<file path="src/rtl/debug_led_sequencer_if.sv">
// debug_led_sequencer_if
//   Groups the status-requester side and the LED side of the debug LED sequencer.
//   master : the status sources / system top (drives req, code; observes the rest)
//   slave  : debug_led_sequencer
//   Signals:
//     req[NUM_REQ]          per-requester request, held high until acked
//     code[NUM_REQ*CODE_W]  requester i's blink code in bits [i*CODE_W +: CODE_W]
//     ack[NUM_REQ]          one-cycle grant pulse to the served requester
//     busy                  high while a code is playing
//     active_id[ID_W]       index of the requester being played, 0 when idle
//     debug_led             LED drive, active-high
interface debug_led_sequencer_if #(
  parameter int NUM_REQ = 4,
  parameter int CODE_W  = 4,
  parameter int ID_W    = (NUM_REQ > 1) ? $clog2(NUM_REQ) : 1
);
  logic [NUM_REQ-1:0]        req;
  logic [NUM_REQ*CODE_W-1:0] code;
  logic [NUM_REQ-1:0]        ack;
  logic                      busy;
  logic [ID_W-1:0]           active_id;
  logic                      debug_led;

  modport master (output req, code, input ack, busy, active_id, debug_led);
  modport slave  (input req, code, output ack, busy, active_id, debug_led);
endinterface

</file>
<file path="src/rtl/debug_led_sequencer.sv">
// debug_led_sequencer
//   Shares one debug LED between NUM_REQ status requesters. A granted requester's
//   blink code (a pulse count) is played as ON/OFF pulses followed by a gap; when
//   nothing is playing the LED shows a heartbeat square wave.
//   Ports:
//     clk_50  system clock, rising edge
//     reset   synchronous, active-high
//     bus     debug_led_sequencer_if.slave (req/code in; ack/busy/active_id/debug_led out)
module debug_led_sequencer #(
  parameter int NUM_REQ   = 4,
  parameter int CODE_W    = 4,
  parameter int TICK_DIV  = 1048576,
  parameter int ON_TICKS  = 2,
  parameter int OFF_TICKS = 2,
  parameter int GAP_TICKS = 4,
  parameter int HB_TICKS  = 8
) (
  input  logic                  clk_50,
  input  logic                  reset,
  debug_led_sequencer_if.slave  bus
);

  localparam int ID_W   = (NUM_REQ > 1) ? $clog2(NUM_REQ) : 1;
  localparam int PRE_W  = $clog2(TICK_DIV);
  localparam int MAX_AB = (ON_TICKS > OFF_TICKS) ? ON_TICKS : OFF_TICKS;
  localparam int MAX_CD = (GAP_TICKS > HB_TICKS) ? GAP_TICKS : HB_TICKS;
  localparam int MAX_T  = (MAX_AB > MAX_CD) ? MAX_AB : MAX_CD;
  localparam int TMR_W  = (MAX_T > 1) ? $clog2(MAX_T) : 1;

  localparam logic [PRE_W-1:0]   PRE_LAST = PRE_W'(TICK_DIV - 1);
  localparam logic [TMR_W-1:0]   ON_LAST  = TMR_W'(ON_TICKS - 1);
  localparam logic [TMR_W-1:0]   OFF_LAST = TMR_W'(OFF_TICKS - 1);
  localparam logic [TMR_W-1:0]   GAP_LAST = TMR_W'(GAP_TICKS - 1);
  localparam logic [TMR_W-1:0]   HB_LAST  = TMR_W'(HB_TICKS - 1);
  localparam logic [NUM_REQ-1:0] ACK_ONE  = NUM_REQ'(1);

  typedef enum logic [1:0] {S_IDLE, S_ON, S_OFF, S_GAP} state_t;

  state_t              r_state;
  logic [PRE_W-1:0]    r_presc;
  logic [TMR_W-1:0]    r_tmr;
  logic [CODE_W-1:0]   r_pulse;
  logic                r_hb;
  logic [NUM_REQ-1:0]  r_ack;
  logic                r_busy;
  logic [ID_W-1:0]     r_active_id;
  logic                r_led;

  logic                w_tick;
  logic                w_phase_done;
  logic                w_gnt_any;
  logic                w_gnt_ok;
  logic [ID_W-1:0]     w_gnt_idx;
  logic [CODE_W-1:0]   w_gnt_code;

  assign w_tick = (r_presc == PRE_LAST);

  // The tick timer is shared: it times the current phase, or the heartbeat half-period in IDLE.
  always_comb begin
    w_phase_done = 1'b0;
    case (r_state)
      S_IDLE:  w_phase_done = w_tick && (r_tmr == HB_LAST);
      S_ON:    w_phase_done = w_tick && (r_tmr == ON_LAST);
      S_OFF:   w_phase_done = w_tick && (r_tmr == OFF_LAST);
      S_GAP:   w_phase_done = w_tick && (r_tmr == GAP_LAST);
      default: w_phase_done = 1'b0;
    endcase
  end

  // Fixed priority: scanning downward lets the lowest requesting index win.
  always_comb begin
    w_gnt_any  = 1'b0;
    w_gnt_idx  = '0;
    w_gnt_code = '0;
    for (int i = NUM_REQ - 1; i >= 0; i--) begin
      if (bus.req[i]) begin
        w_gnt_any  = 1'b1;
        w_gnt_idx  = ID_W'(i);
        w_gnt_code = bus.code[i*CODE_W +: CODE_W];
      end
    end
  end

  // While an ack is on the wire the requester has not yet seen it and still holds req;
  // granting again that cycle would double-ack a zero-code requester.
  assign w_gnt_ok = w_gnt_any && (r_ack == '0);

  always_ff @(posedge clk_50) begin
    if (reset) begin
      r_state     <= S_IDLE;
      r_presc     <= '0;
      r_tmr       <= '0;
      r_pulse     <= '0;
      r_hb        <= 1'b0;
      r_ack       <= '0;
      r_busy      <= 1'b0;
      r_active_id <= '0;
      r_led       <= 1'b0;
    end else begin
      r_ack   <= '0;
      r_presc <= w_tick ? '0 : r_presc + 1'b1;
      if (w_tick) begin
        r_tmr <= w_phase_done ? '0 : r_tmr + 1'b1;
      end

      case (r_state)
        S_IDLE: begin
          if (w_gnt_ok) begin
            r_ack <= ACK_ONE << w_gnt_idx;
          end
          if (w_gnt_ok && (w_gnt_code != '0)) begin
            r_state     <= S_ON;
            r_pulse     <= w_gnt_code;
            r_active_id <= w_gnt_idx;
            r_busy      <= 1'b1;
            r_led       <= 1'b1;
            r_presc     <= '0;
            r_tmr       <= '0;
          end else if (w_phase_done) begin
            r_hb  <= ~r_hb;
            r_led <= ~r_hb;
          end
        end
        S_ON: begin
          if (w_phase_done) begin
            r_state <= S_OFF;
            r_pulse <= r_pulse - 1'b1;
            r_led   <= 1'b0;
            r_presc <= '0;
          end
        end
        S_OFF: begin
          if (w_phase_done) begin
            r_presc <= '0;
            if (r_pulse != '0) begin
              r_state <= S_ON;
              r_led   <= 1'b1;
            end else begin
              r_state <= S_GAP;
            end
          end
        end
        S_GAP: begin
          if (w_phase_done) begin
            r_state     <= S_IDLE;
            r_busy      <= 1'b0;
            r_active_id <= '0;
            r_hb        <= 1'b0;
            r_led       <= 1'b0;
            r_presc     <= '0;
          end
        end
        default: r_state <= S_IDLE;
      endcase
    end
  end

  assign bus.ack       = r_ack;
  assign bus.busy      = r_busy;
  assign bus.active_id = r_active_id;
  assign bus.debug_led = r_led;

endmodule
</file>
<file path="src/flat_wrapper.sv">
// flat-port wrapper written by rule: the top's interface ports become plain ports
module debug_led_sequencer_flat 
#(
  parameter int NUM_REQ   = 4,
  parameter int CODE_W    = 4,
  parameter int TICK_DIV  = 1048576,
  parameter int ON_TICKS  = 2,
  parameter int OFF_TICKS = 2,
  parameter int GAP_TICKS = 4,
  parameter int HB_TICKS  = 8
)
  (clk_50, reset, bus_req, bus_code, bus_ack, bus_busy, bus_active_id, bus_debug_led);
  debug_led_sequencer_if #(.NUM_REQ(NUM_REQ), .CODE_W(CODE_W)) bus_i ();
  input  logic clk_50;
  input  logic reset;
  input wire logic [$bits(bus_i.req)-1:0] bus_req;
  input wire logic [$bits(bus_i.code)-1:0] bus_code;
  output wire logic [$bits(bus_i.ack)-1:0] bus_ack;
  output wire logic [$bits(bus_i.busy)-1:0] bus_busy;
  output wire logic [$bits(bus_i.active_id)-1:0] bus_active_id;
  output wire logic [$bits(bus_i.debug_led)-1:0] bus_debug_led;
  assign bus_i.req = bus_req;
  assign bus_i.code = bus_code;
  assign bus_ack = bus_i.ack;
  assign bus_busy = bus_i.busy;
  assign bus_active_id = bus_i.active_id;
  assign bus_debug_led = bus_i.debug_led;
  debug_led_sequencer #(.NUM_REQ(NUM_REQ), .CODE_W(CODE_W), .TICK_DIV(TICK_DIV), .ON_TICKS(ON_TICKS), .OFF_TICKS(OFF_TICKS), .GAP_TICKS(GAP_TICKS), .HB_TICKS(HB_TICKS)) u_core (.clk_50(clk_50), .reset(reset), .bus(bus_i));
endmodule
</file>
<file path="config.mk">
export PLATFORM = sky130hd
export DESIGN_NAME = debug_led_sequencer_flat
export DESIGN_NICKNAME = d
export VERILOG_FILES = /design/src/rtl/debug_led_sequencer_if.sv /design/src/rtl/debug_led_sequencer.sv /design/src/flat_wrapper.sv
export SDC_FILE = /design/constraint.sdc
export NUM_CORES = 1
export LEC_CHECK = 0
export BUFFER_PORTS_ARGS = -buffer_cell sky130_fd_sc_hd__buf_2
export CORE_UTILIZATION = 51
export DETAILED_ROUTE_END_ITERATION = 8
export MAX_ROUTING_LAYER = met4
export PLACE_DENSITY_LB_ADDON = 0.1
export SYNTH_ARGS = -nofsm -noshare
export SYNTH_HDL_FRONTEND = slang
export SYNTH_SLANG_ARGS = --single-unit
export TNS_END_PERCENT = 20
</file>
<file path="constraint.sdc">
create_clock -name clk_50 -period 2.4 [get_ports clk_50]
set_input_delay 0.48 -clock clk_50 [delete_from_list [all_inputs] [get_ports clk_50]]
set_output_delay 0.48 -clock clk_50 [all_outputs]
set_load 0.02 [all_outputs]
</file>
==> flow_summary.ini <==
[status]
status = completed

[power]
p_switching_uw = 856
leakagePower_nw = 0.997
clockPowerShare_pct = 20.1
power_density_nw_per_um2 = 920
p_int_mw = 1.43
p_seq_share_pct = 34.0
switching_share_pct = 37.4
peakVddDrop_v = 0.000456
comb_power_share_pct = 45.9

[place]
placed_cell_area_um2 = 2380
gp_congestion = 0.920
io_buffers = 29
hpwl_um = 3440
place_inst = 329

[routing]
drtIter0Drc = 94
drc = 0
wl_um = 4320
vias_per_cell = 5.32
num_vias = 1792
wire_per_inst_um = 12.8
final_antenna_net_count = 0
dr.pass1.iters = 4

[logic_synthesis]
synth_edf_count = 0
ys_types = 49
netlist_area_um2 = 2060
async_flop_share_pct = 0
ys_warn_count = 0
postSynthCellCount = 242
synthFlopType = dfxtp_1
ys_seq_area_share_pct = 37.0
avgSynthCellArea_um2 = 8.49
syn-num-nets = 273
synth_seq_cells = 38

[final_layout]
area_growth_syn_to_layout_pct = 21.1
fin_nets = 319
final_cell_area_um2 = 2490
n_antenna_cell = 0
finish.utilization_pct = 66.0
instances_no_fill = 337
drive_gt1_share_pct = 22.1

[worst_setup_path]
start_kind = register
path_class = reg -> reg
crit_required_ns = 2.62
critPathCaptureType = register
worstPathArrival_ns = 2.45
cp_max_fo = 5

[die]
io_pins = 30
initial_utilization_pct = 54.5
rows = 22
die_w_um = 65.5
core-area_um2 = 3770
die_area_um2 = 4290
die_h_um = 65.5

[timing]
tightest_slew_ns = 0.580
fin_tns_setup_ns = 0
rsz0062_at_grt = no
min_period_ns = 2.22
fin_skew_ns = 0.00300
fmax_mhz = 450
setup_viol = 0
final-hold-violation-count = 0
relSlewSlack_pct = 61.4
drv_slew = 0
fin_hold_ws_ns = 0.459
period_share_pct = 92.6

[clock_network]
postCtsHoldBufs = 0
cts_tree = done
clk_latency_ns = 0.30
cts.sinks = 38
cts_root_buf = clkbuf_8
cts_resized = 0
clock_path_buffers = 2
cts_made_buffers = 5
htree_levels = 2
path_clk_slew_ns = 0.07
postCtsSetupBuffers = 0

[global_route]
antenna_found_initial = 0
grt_pass1_vias = 1660
grt_max_degree = 19
grt_usage_pct = 23.4
grt_pass1_wl_um = 7360
grt_overflow = 0

[worst_hold_path]
hold_class = reg -> reg

[run]
drv_cap = 0
layout make-up:
class / instances / area (um^2)
clock inverters: 2 / 12.5
fillers: 335 / 1280
clock buffers: 6 / 82.6
well taps: 48 / 60.1
repair buffers: 48 / 300
flip-flops and latches: 38 / 761
inverters: 13 / 48.8
multi-input cells: 182 / 1220
synthesized netlist by cell type, drive strengths merged (5+ instances only):
master | count | area (um^2)
a21oi | 8 | 43.8
ha | 9 | 113
xor2 | 10 | 87.6
mux2i | 7 | 70.1
dfxtp | 38 | 761
nor2 | 38 | 143
nor3 | 11 | 55.1
o21ai | 5 | 25.0
clkbuf | 6 | 22.5
nand3 | 8 | 40.0
xnor2 | 12 | 105
nand2 | 16 | 60.1
inv | 13 | 48.8
cell usage in the layout, fill, tap and decap left out, types with 4 or more instances in the layout:
cell      count
nand3_1       8
nor2_1       38
ha_1          9
a22oi_1       4
buf_4        18
or3_1         4
a21oi_1       7
nand2_1      16
clkbuf_8      6
mux2i_1       7
xnor2_1      12
nor3_1       11
buf_2        29
xor2_1       10
inv_1        11
a211oi_1      4
dfxtp_1      38
worst max-delay path, cell delays in order, from the launching register on:
cell	delay, ns
dfxtp_1	0.35
ha_1	0.23
nand4_2	0.11
or3_1	0.39
or4_4	0.54
a221oi_4	0.29
mux2i_1	0.23
registers in the layout (all words and copies together), names as in the netlist:
signal	flops
u_core.r_tmr	3
u_core.bus.ack	4
u_core.bus.debug_led	1
u_core.r_presc	20
u_core.bus.busy	1
u_core.r_pulse	4
u_core.r_state	2
u_core.bus.active_id	2
u_core.r_hb	1
cells by family (layout without fill, tap and decap cells):
group | count (synthesis) | after routing | share of synthesized area [%]
flops | 38 | 38 | 37.0
simple gates | 98 | 98 | 23.2
compound gates | 45 | 45 | 16.8
mux | 8 | 8 | 3.96
fa+ha+maj | 9 | 9 | 5.48
buf+inv | 22 | 69 | 4.20
xor+xnor | 22 | 22 | 9.37
stage by stage:
step | total power, mW | setup slack (ns)
floorplan | 1.48 | 0.0950
global placement | 1.82 | 0.134
detailed placement | 1.83 | 0.0888
CTS | 2.29 | 0.0801
global route | 2.45 | 0.0497
finish | 2.29 | 0.177
power by group through the flow:
stage | logic [mW] | clock network [mW] | registers [mW]
final | 1.05 | 0.461 | 0.779
after global placement | 1.03 | 0 | 0.793
after CTS | 1.03 | 0.474 | 0.781
after global routing | 1.16 | 0.500 | 0.790
after detailed placement | 1.03 | 0 | 0.795
after floorplan | 0.653 | 0 | 0.826
layer usage:
layer  GRT usage [%]  part of all wire (%)
met5               -                     0
met4            9.78                   1.1
met3            4.69                   2.8
met2            35.4                    46
met1            30.2                    50
final timing paths:
kind,endpoint,depth (start not counted),slack [ns],start
setup / recovery,u_core.bus.active_id[0],6,0.18,u_core.r_presc[1]
hold / removal,u_core.bus.active_id[1],2,0.46,u_core.bus.active_id[1]
setup reg to reg,u_core.bus.active_id[0],6,0.18,u_core.r_presc[1]
hold reg to reg,u_core.bus.active_id[1],2,0.46,u_core.bus.active_id[1]
Power figures use the tool's default switching activity.
